==> config.mk <==
export PLATFORM = sky130hd
export DESIGN_NAME = fp_adder
export DESIGN_NICKNAME = d
export VERILOG_FILES = /design/src/rtl/fp_pkg.sv /design/src/rtl/fp_lzc.sv /design/src/rtl/fp_adder.sv
export SDC_FILE = /design/constraint.sdc
export NUM_CORES = 1
export LEC_CHECK = 0
export CORE_ASPECT_RATIO = 0.75
export CORE_MARGIN = 5
export CORE_UTILIZATION = 50
export DETAILED_ROUTE_END_ITERATION = 16
export PLACE_DENSITY = 0.71
export SYNTH_ARGS = -nofsm -noshare
export SYNTH_HDL_FRONTEND = slang
export SYNTH_SLANG_ARGS = --single-unit
==> constraint.sdc <==
create_clock -name clk -period 26 [get_ports clk]
set_input_delay 5.2 -clock clk [delete_from_list [all_inputs] [get_ports clk]]
set_output_delay 5.2 -clock clk [all_outputs]
set_load 0.005 [all_outputs]
==> src/rtl/fp_pkg.sv <==
// Shared widths, constants, operand layout and FSM states for the binary32 adder.
package fp_pkg;

  localparam int unsigned EXP_W   = 8;
  localparam int unsigned FRAC_W  = 23;
  localparam int unsigned BIAS    = 127;
  localparam int unsigned EXP_MAX = 2 * BIAS + 1;
  localparam int unsigned SIG_W   = FRAC_W + 1;
  // Significand plus guard, round and sticky bits.
  localparam int unsigned EXT_W   = SIG_W + 3;

  localparam logic [31:0] QNAN    = 32'h7FC00000;
  localparam logic [31:0] POS_INF = 32'h7F800000;

  typedef struct packed {
    logic              sign;
    logic [EXP_W-1:0]  exp;
    logic [FRAC_W-1:0] frac;
  } fp32_t;

  typedef enum logic [2:0] {
    StIdle,
    StAlign,
    StAdd,
    StNorm,
    StRound,
    StDone
  } state_t;

  function automatic logic is_nan(fp32_t x);
    return (x.exp == '1) && (x.frac != '0);
  endfunction

  function automatic logic is_inf(fp32_t x);
    return (x.exp == '1) && (x.frac == '0);
  endfunction

endpackage

==> src/rtl/fp_lzc.sv <==
// Leading-zero counter over the 27-bit extended significand; all-zero input yields 27.
module fp_lzc
  import fp_pkg::*;
(
  input  logic [EXT_W-1:0] i_value,
  output logic [4:0]       o_count
);

  always_comb begin
    o_count = 5'(EXT_W);
    for (int i = 0; i < int'(EXT_W); i++) begin
      if (i_value[i]) o_count = 5'(int'(EXT_W) - 1 - i);
    end
  end

endmodule

==> src/rtl/fp_adder.sv <==
// Multi-cycle binary32 adder, round-to-nearest-even, one operation in flight.
// FP_ADDER_SUBNORMAL_EN enables gradual underflow; otherwise subnormals flush to zero.
module fp_adder
  import fp_pkg::*;
(
  input  logic        clk,
  input  logic        reset,
  input  logic [31:0] op1,
  input  logic [31:0] op2,
  input  logic        valid,
  output logic [31:0] result,
  output logic        done
);

  localparam logic [9:0] EXP_TOP = 10'(EXP_MAX);

  state_t           r_state, w_state_next;
  fp32_t            r_op_a, r_op_b;
  logic             r_sign, r_sub, r_special, r_done;
  logic [9:0]       r_exp;
  logic [EXT_W-1:0] r_mant_a, r_mant_b, r_norm;
  logic [EXT_W:0]   r_sum;
  logic [31:0]      r_special_val, r_rounded, r_result;

  logic [9:0]       w_ea, w_eb, w_e_big, w_e_small, w_diff, w_shamt, w_rexp;
  logic [SIG_W-1:0] w_ma, w_mb, w_m_big, w_m_small, w_rmant;
  logic [EXT_W-1:0] w_small_ext, w_aligned;
  logic [SIG_W:0]   w_rnd;
  logic [31:0]      w_special_val, w_res;
  logic [4:0]       w_lzc;
  logic             w_a_big, w_special, w_up;

  always_ff @(posedge clk or posedge reset) begin
    if (reset) r_state <= StIdle;
    else       r_state <= w_state_next;
  end

  always_comb begin
    w_state_next = r_state;
    case (r_state)
      StIdle:  if (valid) w_state_next = StAlign;
      StAlign: w_state_next = StAdd;
      StAdd:   w_state_next = StNorm;
      StNorm:  w_state_next = StRound;
      StRound: w_state_next = StDone;
      StDone:  w_state_next = StIdle;
      default: w_state_next = StIdle;
    endcase
  end

  // Zero/subnormal exponents map to 1 so alignment treats them like the smallest normal.
  always_comb begin
    w_ea = (r_op_a.exp == '0) ? 10'd1 : {2'b00, r_op_a.exp};
    w_eb = (r_op_b.exp == '0) ? 10'd1 : {2'b00, r_op_b.exp};
`ifdef FP_ADDER_SUBNORMAL_EN
    w_ma = {r_op_a.exp != '0, r_op_a.frac};
    w_mb = {r_op_b.exp != '0, r_op_b.frac};
`else
    w_ma = (r_op_a.exp == '0) ? '0 : {1'b1, r_op_a.frac};
    w_mb = (r_op_b.exp == '0) ? '0 : {1'b1, r_op_b.frac};
`endif
    w_a_big     = {w_ea, w_ma} >= {w_eb, w_mb};
    w_e_big     = w_a_big ? w_ea : w_eb;
    w_e_small   = w_a_big ? w_eb : w_ea;
    w_m_big     = w_a_big ? w_ma : w_mb;
    w_m_small   = w_a_big ? w_mb : w_ma;
    w_diff      = w_e_big - w_e_small;
    w_small_ext = {w_m_small, 3'b000};
    if (w_diff >= 10'd26) begin
      w_aligned = {{(EXT_W-1){1'b0}}, |w_m_small};
    end else begin
      w_aligned = (w_small_ext >> w_diff) |
                  {{(EXT_W-1){1'b0}}, |(w_small_ext & ~({EXT_W{1'b1}} << w_diff))};
    end

    w_special     = 1'b1;
    w_special_val = QNAN;
    if (is_nan(r_op_a) || is_nan(r_op_b)) begin
      w_special_val = QNAN;
    end else if (is_inf(r_op_a) && is_inf(r_op_b) && (r_op_a.sign != r_op_b.sign)) begin
      w_special_val = QNAN;
    end else if (is_inf(r_op_a)) begin
      w_special_val = r_op_a;
    end else if (is_inf(r_op_b)) begin
      w_special_val = r_op_b;
    end else begin
      w_special = 1'b0;
    end
  end

  fp_lzc u_lzc (
    .i_value (r_sum[EXT_W-1:0]),
    .o_count (w_lzc)
  );

  // Left shift stops once the exponent reaches 1; what remains is subnormal (or flushed).
  always_comb begin
    w_shamt = (r_exp > {5'b00000, w_lzc}) ? {5'b00000, w_lzc} : r_exp - 10'd1;
  end

  always_comb begin
    w_up  = r_norm[2] & (r_norm[1] | r_norm[0] | r_norm[3]);
    w_rnd = {1'b0, r_norm[EXT_W-1:3]} + {{SIG_W{1'b0}}, w_up};
    if (w_rnd[SIG_W]) begin
      w_rmant = w_rnd[SIG_W:1];
      w_rexp  = r_exp + 10'd1;
    end else begin
      w_rmant = w_rnd[SIG_W-1:0];
      w_rexp  = r_exp;
    end
    if (r_special) begin
      w_res = r_special_val;
    end else if (w_rexp >= EXP_TOP) begin
      w_res = POS_INF | {r_sign, 31'b0};
    end else if (!w_rmant[SIG_W-1]) begin
`ifdef FP_ADDER_SUBNORMAL_EN
      w_res = {r_sign, 8'h00, w_rmant[FRAC_W-1:0]};
`else
      w_res = {r_sign, 31'b0};
`endif
    end else begin
      w_res = {r_sign, w_rexp[7:0], w_rmant[FRAC_W-1:0]};
    end
  end

  always_ff @(posedge clk or posedge reset) begin
    if (reset) begin
      r_op_a        <= '0;
      r_op_b        <= '0;
      r_sign        <= 1'b0;
      r_sub         <= 1'b0;
      r_special     <= 1'b0;
      r_special_val <= '0;
      r_exp         <= '0;
      r_mant_a      <= '0;
      r_mant_b      <= '0;
      r_sum         <= '0;
      r_norm        <= '0;
      r_rounded     <= '0;
      r_result      <= '0;
      r_done        <= 1'b0;
    end else begin
      r_done <= (r_state == StDone);
      case (r_state)
        StIdle: begin
          if (valid) begin
            r_op_a <= op1;
            r_op_b <= op2;
          end
        end
        StAlign: begin
          r_sign        <= w_a_big ? r_op_a.sign : r_op_b.sign;
          r_sub         <= r_op_a.sign ^ r_op_b.sign;
          r_exp         <= w_e_big;
          r_mant_a      <= {w_m_big, 3'b000};
          r_mant_b      <= w_aligned;
          r_special     <= w_special;
          r_special_val <= w_special_val;
        end
        StAdd: begin
          r_sum <= r_sub ? {1'b0, r_mant_a} - {1'b0, r_mant_b}
                         : {1'b0, r_mant_a} + {1'b0, r_mant_b};
          // Exact cancellation always yields +0.
          if (r_sub && (r_mant_a == r_mant_b)) r_sign <= 1'b0;
        end
        StNorm: begin
          if (r_sum[EXT_W]) begin
            r_norm <= {r_sum[EXT_W:2], r_sum[1] | r_sum[0]};
            r_exp  <= r_exp + 10'd1;
          end else begin
            r_norm <= r_sum[EXT_W-1:0] << w_shamt;
            r_exp  <= r_exp - w_shamt;
          end
        end
        StRound: r_rounded <= w_res;
        StDone:  r_result  <= r_rounded;
        default: ;
      endcase
    end
  end

  assign result = r_result;
  assign done   = r_done;

endmodule

==> impl_metrics.env <==
export IMPL_outcome="finished, final reports clean"
export IMPL_slowest_delay_ns=1.03
export IMPL_first_pass_iters=6
export IMPL_grtUsageTotal=0.296
export IMPL_synth_top_cell_area_share=0.340
export IMPL_slew_headroom=0.165
export IMPL_place_ws_ns=17.94
export IMPL_ctsHoldBuffers=0
export IMPL_root_buffer="clkbuf_16"
export IMPL_cts_reportedPaths_clkPinSlew_ns=0.07
export IMPL_drt_first_iter_violations=2652
export IMPL_num_fill_cells=3788
export IMPL_finClkSkew_ns=0.0189
export IMPL_hpwl_um=51700
export IMPL_viasPerCell=6.42
export IMPL_drc=0
export IMPL_yosys_warnings=0
export IMPL_ctsResizeCount=0
export IMPL_place_congestion=1.01
export IMPL_antenna_found_initial=1
export IMPL_fmax_mhz=129
export IMPL_finalSetupTns_ns=0
export IMPL_io_buffer_count=99
export IMPL_regArea_um2=7080
export IMPL_vias=19900
export IMPL_synth_fp_nets=2697
export IMPL_synthCells=2532
export IMPL_worstMarginPinSlew_ns=1.25
export IMPL_nets=2685
export IMPL_synthDistinctLibCells=100
export IMPL_first_global_vias=18400
export IMPL_die_w_um=246
export IMPL_crit_required_ns=26.53
export IMPL_ys_seq_area_frac=0.340
export IMPL_core_um2=41000
export IMPL_start_util=0.508
export IMPL_fin_crit_sh=0.298
export IMPL_hold_class="reg2reg"
export IMPL_multi_input_area_um2=12600
export IMPL_critPathMostFrequentCell="ha_1"
export IMPL_cap_violations=0
export IMPL_syn_area_um2=20800
export IMPL_yosysTopAreaCell="dfrtp_1"
export IMPL_synth_area_per_cell_um2=8.22
export IMPL_drive_above_1_share=0.0827
export IMPL_io_pins=100
export IMPL_synth_edf_count=0
export IMPL_endpoint_kind="flip-flop"
export IMPL_yosys_top_cells_count="323 x nand2_1, 283 x dfrtp_1, 226 x nor2_1, 206 x a21oi_1, 186 x o21ai_0"
export IMPL_hold_violations=0
export IMPL_grt_setup_unrepaired="false"
export IMPL_final_antenna_net_count=0
export IMPL_grt_start_max_net_pins=102
export IMPL_grt_pass1_wl_um=110000
export IMPL_cp_max_fo=26
export IMPL_clk_latency_ns=0.59
export IMPL_ys_ff_latch=283
export IMPL_crit_chain="nor4_1 -> and2_1 -> inv_2 -> nand2b_1 -> ha_1 -> nand4_2 -> a2111o_1 -> nor2_2 -> a21o_1 -> nor2_1 -> ha_1 -> clkinv_1 -> mux4_2 -> o2bb2ai_1 -> mux2i_1 -> or2_2 -> nor3_1 -> a211o_1"
export IMPL_cts_htree_levels=1
export IMPL_antenna_cells=0
export IMPL_post_cts_setup_buffers=0
export IMPL_row_count=64
export IMPL_cts_buffers=29
export IMPL_yosysMostFrequentCell="nand2_1"
export IMPL_worstSetupPathType="reg2reg"
export IMPL_grt_remaining_overflow=0
export IMPL_setup_viol=0
export IMPL_die_height_um=187
export IMPL_wire_per_inst_um=22.6
export IMPL_slew_violations=0
export IMPL_synth_async_sr_flop_share=1.00
export IMPL_synthFlopType="dfrtp_1"
export IMPL_cts_buffer_depth=3
export IMPL_fin_ws_ns=18.25
export IMPL_cts_tree="done"
export IMPL_min_period_ns=7.75
export IMPL_clkSinkCount=283
export IMPL_die_area_um2=45900
export IMPL_wirelength_um=69900
export IMPL_cp_start_kind="flip-flop"
export IMPL_crit_arrival_ns=8.28
export IMPL_synth_area_leaders="dfrtp_1 34%, nand2_1 5.8%, ha_1 5.8%"
export IMPL_worst_path_max_delay_cell="clkinv_1"
export IMPL_synthToLayoutAreaGrowth_pct=10.8
==> cells in the final DEF (no fill, tap or decap), types with 8 or more instances in the layout <==
cell	instances
inv_1	106
nand3b_1	8
nor4_1	18
o31ai_1	13
mux2_2	71
a31oi_1	28
or3_1	13
nor2_1	226
o21bai_1	8
o21ai_0	186
dfrtp_1	283
nand2b_1	38
and2_1	48
ha_1	96
o221ai_1	10
buf_4	30
a221oi_1	10
nand2_1	323
nor2b_1	12
clkbuf_16	29
o21a_1	14
xor2_1	28
mux2i_1	58
nand3_1	86
a22oi_1	21
nor3_1	62
o211ai_1	54
mux4_2	17
and3_1	27
nand4_1	18
a21oi_1	206
a211oi_1	17
o22ai_1	27
xnor2_1	34
a221o_1	12
a21o_1	22
nor3b_1	11
clkdlybuf4s50_1	99
==> layer usage <==
layer | vias to the layer above | GRT usage | wire length [µm]
met5 | - | 0 | 7
met4 | 2 | 0.0568 | 1520
met3 | 103 | 0.0808 | 8920
met2 | 1101 | 0.376 | 26200
met1 | 9636 | 0.494 | 33200
li1 | 9073 | - | -
==> final cells by class <==
class / count / share of cell area
clock buffers: 37 / 0.0341
clock inverters: 14 / 0.00993
well taps: 561 / 0.0304
inverters: 112 / 0.0185
flip-flops and latches: 283 / 0.307
multi-input cells: 1964 / 0.547
repair buffers: 130 / 0.0530
==> sequential cells by signal, indices dropped and copies added, names as in the netlist, 27 cells and up <==
signal / cells
r_op_a: 32
r_op_b: 32
result: 32
r_special_val: 32
r_norm: 27
r_mant_b: 27
r_rounded: 32
r_sum: 28
==> path summary, 6_finish.rpt <==
path,cells after the start,start,to,slack [ns]
max,18,r_op_a[27]$_DFFE_PP0P_,r_mant_b[4]$_DFFE_PP0P_,18.25
min reg2reg,1,r_special_val[27]$_DFFE_PP0P_,r_special_val[27]$_DFFE_PP0P_,0.46
min in group asynchronous,2,reset,r_mant_b[21]$_DFFE_PP0P_,5.04
min,1,r_special_val[27]$_DFFE_PP0P_,r_special_val[27]$_DFFE_PP0P_,0.46
max in group asynchronous,4,reset,result[3]$_DFFE_PP0P_,18.69
max reg2reg,18,r_op_a[27]$_DFFE_PP0P_,r_mant_b[4]$_DFFE_PP0P_,18.25
==> cell families (layout without fill, tap and decap cells) <==
| group | count (synthesis) | after routing | synth area share |
|---|---|---|---|
| simple gates | 923 | 923 | 0.206 |
| xor+xnor | 64 | 64 | 0.0273 |
| mux | 147 | 147 | 0.0858 |
| flops | 283 | 283 | 0.340 |
| compound gates | 729 | 729 | 0.225 |
| buf+inv | 285 | 293 | 0.0548 |
| fa+ha+maj | 101 | 101 | 0.0611 |
==> per-stage QoR <==
step                instance area (µm²)  instances  hold WS, ns  utilization
global placement                  22000       3049        0.440        0.538
detailed placement                22000       3049        0.444        0.538
finish                            23100       3101        0.460        0.563
floorplan                         20800       2532        0.425            -
CTS                               23100       3100        0.461        0.563
global route                      23100       3101        0.477        0.563
==> critical path: cells and delay by family (launching register included) <==
| family | cells | cell delay (ns) |
|---|---|---|
| simple gates | 8 | 2.05 |
| flops | 1 | 0.46 |
| mux | 2 | 0.71 |
| buf+inv | 2 | 1.23 |
| compound gates | 4 | 1.57 |
| fa+ha+maj | 2 | 1.66 |
Power is not shown: default switching activity piles up to over one toggle a cycle in this logic, so the estimate is an artifact.
